[src/rtl/ixc_mc_ofifo_pkg.sv]
// ixc_mc_ofifo_pkg: shared definitions for the DUT-to-host output FIFO packer.
//   - header bit positions of the 64-bit packet header word
//   - packer FSM state encoding
//   - lines_of(): number of 256-bit lines used by a packet of len payload words
package ixc_mc_ofifo_pkg;

    localparam int VLEN  = 0;
    localparam int TID   = 16;
    localparam int RST   = 61;
    localparam int MARKN = 62;
    localparam int MARK  = 63;

    typedef enum logic [1:0] {
        ST_IDLE,
        ST_WRITE,
        ST_PUBLISH
    } state_t;

    // ceil((1 + len) / 4): header plus payload, four 64-bit lanes per line.
    function automatic logic [1:0] lines_of(input logic [3:0] len);
        return 2'((len + 4'd4) >> 2);
    endfunction

endpackage

[src/rtl/ixc_mc_ofifo_linefmt.sv]
// ixc_mc_ofifo_linefmt: combinational line formatter.
// Places the header and payload words of the packet stream into the four
// 64-bit lanes of line i_line; lanes past the end of the packet are zero.
//   i_hdr   header word (stream word 0)
//   i_data  payload, word k at [64k+63:64k]
//   i_len   payload length in words
//   i_line  line index within the packet (0..2)
//   o_line  formatted 256-bit line, lane 0 in [63:0]
module ixc_mc_ofifo_linefmt #(
    parameter int MAX_WORDS = 8
) (
    input  logic [63:0]            i_hdr,
    input  logic [64*MAX_WORDS-1:0] i_data,
    input  logic [3:0]             i_len,
    input  logic [1:0]             i_line,
    output logic [255:0]           o_line
);

    // Zero-extend the payload to 16 words so any 4-bit word index is legal.
    logic [15:0][63:0] w_words;
    assign w_words = 1024'(i_data);

    for (genvar l = 0; l < 4; l++) begin : g_lane
        logic [3:0] w_j;   // stream word index of this lane
        logic [3:0] w_k;   // payload word index (stream index minus header)
        assign w_j = {i_line, 2'b00} + 4'(l);
        assign w_k = w_j - 4'd1;
        assign o_line[64*l +: 64] = (w_j == 4'd0)  ? i_hdr :
                                    (w_k < i_len)  ? w_words[w_k] : 64'd0;
    end

endmodule

[src/rtl/ixc_mc_ofifo_packer.sv]
// ixc_mc_ofifo_packer: frames DUT call packets (header + payload) into
// 256-bit lines of a circular host-drained buffer.
//   fclk/hssResetN      clock, synchronous active-low reset
//   callValid/Ready     packet handshake; callTid, callLen, callData payload
//   hostRptr            host consumed-line pointer (with lap bit)
//   memWe/Addr/Data     buffer line write port
//   wptrPub             write pointer covering complete packets only
//   doorbell/Len        one-cycle pulse per packet with its line count
//   ovfErr              sticky protocol error
module ixc_mc_ofifo_packer
    import ixc_mc_ofifo_pkg::*;
#(
    parameter int ADDR_W    = 15,
    parameter int MAX_WORDS = 8
) (
    input  logic                    fclk,
    input  logic                    hssResetN,
    input  logic                    callValid,
    output logic                    callReady,
    input  logic [15:0]             callTid,
    input  logic [3:0]              callLen,
    input  logic [64*MAX_WORDS-1:0] callData,
    input  logic [ADDR_W:0]         hostRptr,
    output logic                    memWe,
    output logic [ADDR_W-1:0]       memAddr,
    output logic [255:0]            memData,
    output logic [ADDR_W:0]         wptrPub,
    output logic                    doorbell,
    output logic [1:0]              doorbellLen,
    output logic                    ovfErr
);

    localparam logic [ADDR_W:0] DEPTH    = {1'b1, {ADDR_W{1'b0}}};
    localparam logic [ADDR_W:0] MIN_FREE = (ADDR_W+1)'(3);

    state_t                  r_state, w_stateNxt;
    logic [ADDR_W:0]         r_wptr, r_wptrPub;
    logic                    r_rstFlag, r_ovf;
    logic [63:0]             r_hdr;
    logic [64*MAX_WORDS-1:0] r_data;
    logic [3:0]              r_len;
    logic [1:0]              r_lines, r_lineIdx;

    logic [ADDR_W:0]         w_used, w_free, w_wptrInc;
    logic                    w_usedBad, w_lenBad, w_accept, w_lastLine;
    logic [63:0]             w_hdr;
    logic [255:0]            w_line;

    // Space check modulo 2^(ADDR_W+1); used beyond the depth means the host
    // pointer has run ahead of anything we published.
    assign w_used    = r_wptr - hostRptr;
    assign w_free    = DEPTH - w_used;
    assign w_usedBad = (w_used > DEPTH);
    assign w_lenBad  = (callLen > 4'(MAX_WORDS));
    assign w_wptrInc = r_wptr + 1'b1;
    assign w_lastLine = (r_lineIdx == 2'(r_lines - 2'd1));

    // Room for the largest packet is required regardless of callLen, so
    // callReady never depends on the request itself.
    assign callReady = hssResetN && (r_state == ST_IDLE) && !r_ovf &&
                       !w_usedBad && (w_free >= MIN_FREE);
    assign w_accept  = callValid && callReady;

    // Header is built at accept; MARK captures the lap bit of the first line.
    always_comb begin
        w_hdr              = '0;
        w_hdr[VLEN +: 16]  = {12'd0, callLen};
        w_hdr[TID +: 16]   = callTid;
        w_hdr[RST]         = r_rstFlag;
        w_hdr[MARKN]       = ~r_wptr[ADDR_W];
        w_hdr[MARK]        = r_wptr[ADDR_W];
    end

    always_comb begin
        w_stateNxt = r_state;
        case (r_state)
            ST_IDLE:    if (w_accept && !w_lenBad) w_stateNxt = ST_WRITE;
            ST_WRITE:   if (w_lastLine) w_stateNxt = ST_PUBLISH;
            ST_PUBLISH: w_stateNxt = ST_IDLE;
            default:    w_stateNxt = ST_IDLE;
        endcase
    end

    always_ff @(posedge fclk) begin
        if (!hssResetN) begin
            r_state   <= ST_IDLE;
            r_wptr    <= '0;
            r_wptrPub <= '0;
            r_rstFlag <= 1'b1;
            r_ovf     <= 1'b0;
            r_hdr     <= '0;
            r_data    <= '0;
            r_len     <= '0;
            r_lines   <= '0;
            r_lineIdx <= '0;
        end else begin
            r_state <= w_stateNxt;
            case (r_state)
                ST_IDLE: begin
                    if (w_usedBad || (w_accept && w_lenBad)) r_ovf <= 1'b1;
                    if (w_accept && !w_lenBad) begin
                        r_hdr     <= w_hdr;
                        r_data    <= callData;
                        r_len     <= callLen;
                        r_lines   <= lines_of(callLen);
                        r_lineIdx <= '0;
                    end
                end
                ST_WRITE: begin
                    r_wptr    <= w_wptrInc;
                    r_lineIdx <= r_lineIdx + 2'd1;
                    // Publish on the last line so the new pointer is visible
                    // in the same cycle as the doorbell.
                    if (w_lastLine) r_wptrPub <= w_wptrInc;
                end
                ST_PUBLISH: r_rstFlag <= 1'b0;
                default: ;
            endcase
        end
    end

    ixc_mc_ofifo_linefmt #(.MAX_WORDS(MAX_WORDS)) u_linefmt (
        .i_hdr  (r_hdr),
        .i_data (r_data),
        .i_len  (r_len),
        .i_line (r_lineIdx),
        .o_line (w_line)
    );

    assign memWe       = (r_state == ST_WRITE);
    assign memAddr     = r_wptr[ADDR_W-1:0];
    assign memData     = memWe ? w_line : 256'd0;
    assign doorbell    = (r_state == ST_PUBLISH);
    assign doorbellLen = doorbell ? r_lines : 2'd0;
    assign wptrPub     = r_wptrPub;
    assign ovfErr      = r_ovf;

endmodule

[config.mk]
export PLATFORM = sky130hd
export DESIGN_NAME = ixc_mc_ofifo_packer
export DESIGN_NICKNAME = d
export VERILOG_FILES = /design/src/rtl/ixc_mc_ofifo_pkg.sv /design/src/rtl/ixc_mc_ofifo_linefmt.sv /design/src/rtl/ixc_mc_ofifo_packer.sv
export SDC_FILE = /design/constraint.sdc
export NUM_CORES = 1
export LEC_CHECK = 0
export BUFFER_PORTS_ARGS = -buffer_cell sky130_fd_sc_hd__buf_2
export CAP_MARGIN = 20
export CORE_AREA = 2 2 331 333
export CTS_CLUSTER_DIAMETER = 100
export DETAILED_ROUTE_END_ITERATION = 12
export DIE_AREA = 0 0 333 335
export SYNTH_ARGS = -nofsm -noshare
export SYNTH_HDL_FRONTEND = slang
export SYNTH_SLANG_ARGS = --single-unit
[constraint.sdc]
create_clock -name fclk -period 8.4 [get_ports fclk]
set_input_delay 1.68 -clock fclk [delete_from_list [all_inputs] [get_ports fclk]]
set_output_delay 1.68 -clock fclk [all_outputs]
set_load 0.01 [all_outputs]
* Word-level counts from Yosys, hierarchy flattened *
Index checks and enable logic that the tools add are counted.

storage, ports and cells
  output and inout bits = 293
  register bits = 579
  bits of input ports = 551
  logic and storage cells = 85

cells by class
  bitwise gates (word level) = 1
  equal/unequal tests = 5
  reductions and logical operators = 22
  $lt $le $gt $ge = 11
  muxes and demuxes = 23
  $add $sub $neg = 13

operators with widths
  cell                    number
  $bmux 64 s4             4
  $mux 64                 12
  $mux 256                1
  $lt 4x5->1 const B      4
  $add 16x1->16 const B   1
  $ge 16x2->1 const B     1
  $gt 16x16->1 const B    1
  $logic_not 4->1         4
  $lt 4x4->1              4
  $sub 16x16->16          1
  $sub 16x16->16 const A  1
  $sub 4x1->4 const B     4
  $reduce_and 2->1        5
  $add 4x2->4 const B     2
  $mux 2                  4
  $pmux 2 s2              2
  $logic_and 1x1->1       7
  $add 4x1->4 const B     1
  $add 4x3->4 const B     1
  $gt 4x4->1 const B      1
  $ne 2x1->1 const B      2
  $logic_not 1->1         3
  $add 2x1->2 const B     1
  $eq 2x1->1 const B      1
  7 further kinds         7

* Depth between registers and ports, before layout *
  depth in word-level cells = 9
  mapped depth = 15
  mapped depth without buffers = 12

* Cells and area by module *
Synthesis repeated with hierarchy kept, for this count alone.

second synthesis, totals
  cell total of the unflattened synthesis = 3,573
  area, all modules = 29,914.9 um^2

modules (own cells, without submodules)
  module                area each (um^2)  cells an instance  seq. area each (um^2)  times used
  ixc_mc_ofifo_packer   25,567.0          2,914              11,511.0               1
  ixc_mc_ofifo_linefmt  4,347.9           659                0.0                    1

* Least setup slack after synthesis *
No wires, ideal clock.

  path kind = input to output
  from = input hostRptr[0]
  to = output callReady
  arrival = 3.706 ns
  cell stages on the path = 10
  path slack = 3.014 ns
  buffers on the path = 0
  cells stage by stage = ha_1 > inv_1 > fa_1 > a21o_1 > a221oi_4 > xnor2_1 > nand3_1 > nor4_2 > nand4b_2 > and3_1

on the way
  longest elaborated chain between the ends = 5
  elaborated cells on any way between the ends = 7
  those cells by class = add/sub: 2; order compare: 2; reduce/logical: 3

RTL lines
  what                                                    RTL line                   source
  start: declaration                                      ixc_mc_ofifo_packer.sv:23  input logic [ADDR_W:0] hostRptr,
  $sub 16x16->16 *                                        ixc_mc_ofifo_packer.sv:51  assign w_used = r_wptr - hostRptr;
  branches (longest 3 deep; another with $sub 16x16->16)  n/a
  $logic_and 1x1->1 *                                     ixc_mc_ofifo_packer.sv:61  !w_usedBad && (w_free >= MIN_FREE);
  end: declaration                                        ixc_mc_ofifo_packer.sv:19  output logic callReady,

Mark *: on every way between the ends.

* Worst setup path after layout *
Same ends and word-level chain as after synthesis.

==> impl_results.md <==
* # DRC at 0
* Number of buffers created by CTS at 72
* CTS max path bufs at 3
* Setup violators final at 0
* Fillers at roughly 11000
* Hold_buf cts at 0
* Setup TNS Final at 0 ps
* Slew Limit Fails at 0
* DP HPWL at 66.0 mm
* Psw at around 0.0016 W
* H-tree levels at 3
* TritonRoute pass-1 iters at 5
* Die Y at 335 um
* Max Cap Violations at 0
* Sequential share of the synthesized area at 0.413
* Unique masters post-synth at 59
* Sw Share at 0.238
* Combinational power share at 0.074
* Final min period at 5880 ps
* Final Skew at a little under 30 ps
* Number of global-route vias before repair at 22893
* Port Buf Inserts at 843
* Global-route wire length before repair at approximately 130 mm
* Syn_nets at 3810
* Dominant synthesized flop cell: dfxtp_1
* Hold Path Class: reg -> reg
* Placer Congestion at 0.865
* Starting density of the core at 0.258
* Worst Setup End Kind: primary output
* Area Overhead vs Synth at 27.6%
* Cell Area, Synth at between 20000 and 30000 um^2
* Die area at 112000 um^2
* Outcome: finished, final reports clean
* Final WL at 89.2 mm
* WHS at about 460 ps
* Measured slew at the worst slew-check pin at 1040 ps
* Cell count after placement at about 5300
* Final #Nets at ~4600
* Clock share of power at 0.494
* CTS resizes at 0
* Skew-Pair Late Insertion Delay at approximately 630 ps
* GRT overflow at 0
* WP data arrival at 4200 ps
* WS Path Type: in -> out
* Largest net degree at the start of global routing at 181
* WL/cell at 16.3 um
* Routed vias/inst at between 4 and 5
* CTS tree: yes
* CORE AREA at 108000 um^2
* Syn Area/Cell at ~8.6 um^2
* Max frequency at 170 MHz
* Fin cells at 5472
* GRT Total Usage at 0.152
* Leak at 19.6 nW
* Crit path max fanout at 6
* Synth warn at 0
* Cells after Synth at 3236
* Post-CTS setup buffer count at 0
* Initial antenna violation count at 40
* Final period util at 0.700
* VDD IR max at 133 uV
* Clk sinks at between 500 and 600
* Commonest non-fill, non-tap cell in the layout: buf_2
* X dimension of the die at 333 um
* RSZ-0062 raised after global routing: no
* Slew Limit Headroom at 0.285
* Nature of the critical path startpoint: primary input
* R2R Setup Slk at 4110 ps
* Commonest non-fill, non-tap cells in the layout: buf_2 (842), mux2i_1 (790), nand2_1 (621)
* Required time of the critical path at between 6000 and 7000 ps
* P_int at 0.00505 W
* Routed vias at 23387
* Clk slew on worst S/H paths at 60 ps
* IO Count at 844
* Root buf cell: clkbuf_16
* Final Hold Viols at 0
* Initial drt markers at 955
* Seq pwr share at 0.431
* PD cells at 187 nW/um^2
* Register bit total from synthesis at about 580
* Asr flop ratio synth at 0
* Routed Antenna Nets at 0
* Layout cells sized above 1 at 0.252
* Placement row count at 121
* Post-synth EDFFs at 0
## logic make-up (layout without fill, tap and decap cells)
kind of cell / count (synthesis) / in the layout / share of synthesized area
buffers and inverters: 740 / 1534 / 0.119
AND/OR/NAND/NOR: 969 / 969 / 0.137
other: 0 / 28 / 0
adder cells (fa/ha/maj): 23 / 23 / 0.0106
XOR/XNOR: 35 / 35 / 0.0110
AO/OA/AOI/OAI: 100 / 100 / 0.0241
multiplexers: 794 / 794 / 0.285
flip-flops: 575 / 575 / 0.413
## registers in the layout (all words and copies together) (netlist names)
register and flops:
r_data 512, ovfErr 1, r_lineIdx 2, r_hdr 20
r_wptr 16, r_len 3, r_state 2, r_lines 2
r_rstFlag 1, wptrPub 16
## critical path: stages
cell      delay [ps]
buf_2             80
ha_1             160
inv_1             70
fa_1             420
a21o_1           210
a221oi_4         360
xnor2_1          190
nand3_1          120
nor4_2           340
nand4b_2         200
and3_1           230
buf_2            150
## synthesized netlist by cell type (all sizes together), types with 5 or more instances
library cell | count | share of area
nor2 | 275 | 0.037
nor4 | 5 | 0.0013
or3 | 5 | 0.0011
nor3 | 7 | 0.0013
inv | 528 | 0.071
nand4 | 7 | 0.0016
nand3 | 17 | 0.0031
xor2 | 17 | 0.0053
a21o | 6 | 0.0016
and3 | 9 | 0.0020
nand2 | 623 | 0.084
mux2i | 790 | 0.28
a211oi | 15 | 0.0040
ha | 22 | 0.0099
buf | 85 | 0.031
clkbuf | 127 | 0.017
dfxtp | 575 | 0.41
o21ai | 28 | 0.0050
a21oi | 24 | 0.0044
xnor2 | 18 | 0.0057
## area by class of cell
class | instances | area [um^2] | area share
Multi-Input combinational cell | 1921 | 13100 | 0.369
Sequential cell | 575 | 11500 | 0.324
Timing Repair Buffer | 878 | 4590 | 0.129
Clock buffer | 108 | 2170 | 0.0610
Inverter | 528 | 1980 | 0.0557
Tap cell | 1414 | 1770 | 0.0498
Clock inverter | 20 | 355 | 0.00999
Antenna cell | 28 | 70.1 | 0.00197
## per-layer routing
| layer | global-route usage | vias to the layer above | wire length, um | part of all wire |
|---|---|---|---|---|
| met1 | 0.185 | 10849 | 37900 | 0.42 |
| met2 | 0.254 | 698 | 42800 | 0.48 |
| met3 | 0.0357 | 153 | 5360 | 0.060 |
| li1 | - | 11673 | - | - |
| met5 | 0 | - | 99 | 0.0011 |
| met4 | 0.0690 | 14 | 3110 | 0.035 |
## metrics by stage
step / worst slack (ps) / utilization / total power (W) / area, um^2
floorplan: 3010 / - / 0.00320 / 27900
global placement: 2520 / 0.305 / 0.00341 / 32900
detailed placement: 2520 / 0.305 / 0.00342 / 33000
CTS: 2470 / 0.328 / 0.00674 / 35500
global route: 2310 / 0.329 / 0.00688 / 35500
finish: 2520 / 0.329 / 0.00663 / 35600
## path summary, 6_finish.rpt
check	from	end	depth (start not counted)
max	hostRptr[0]	callReady	12
min	r_data[221]$_SDFFE_PN0P_	r_data[221]$_SDFFE_PN0P_	2
max reg2reg	r_wptr[0]$_SDFFE_PN0P_	r_data[326]$_SDFFE_PN0P_	13
min reg2reg	r_data[221]$_SDFFE_PN0P_	r_data[221]$_SDFFE_PN0P_	2
## power groups by stage
stage / Sequential, W / Clock (W) / Combinational (W)
finish: 0.00286 / 0.00328 / 0.000494
global route: 0.00287 / 0.00346 / 0.000548
CTS: 0.00286 / 0.00338 / 0.000500
global placement: 0.00292 / 0 / 0.000492
detailed placement: 0.00292 / 0 / 0.000498
floorplan: 0.00290 / 0 / 0.000300
No activity file was read; power rests on OpenSTA's default activity.
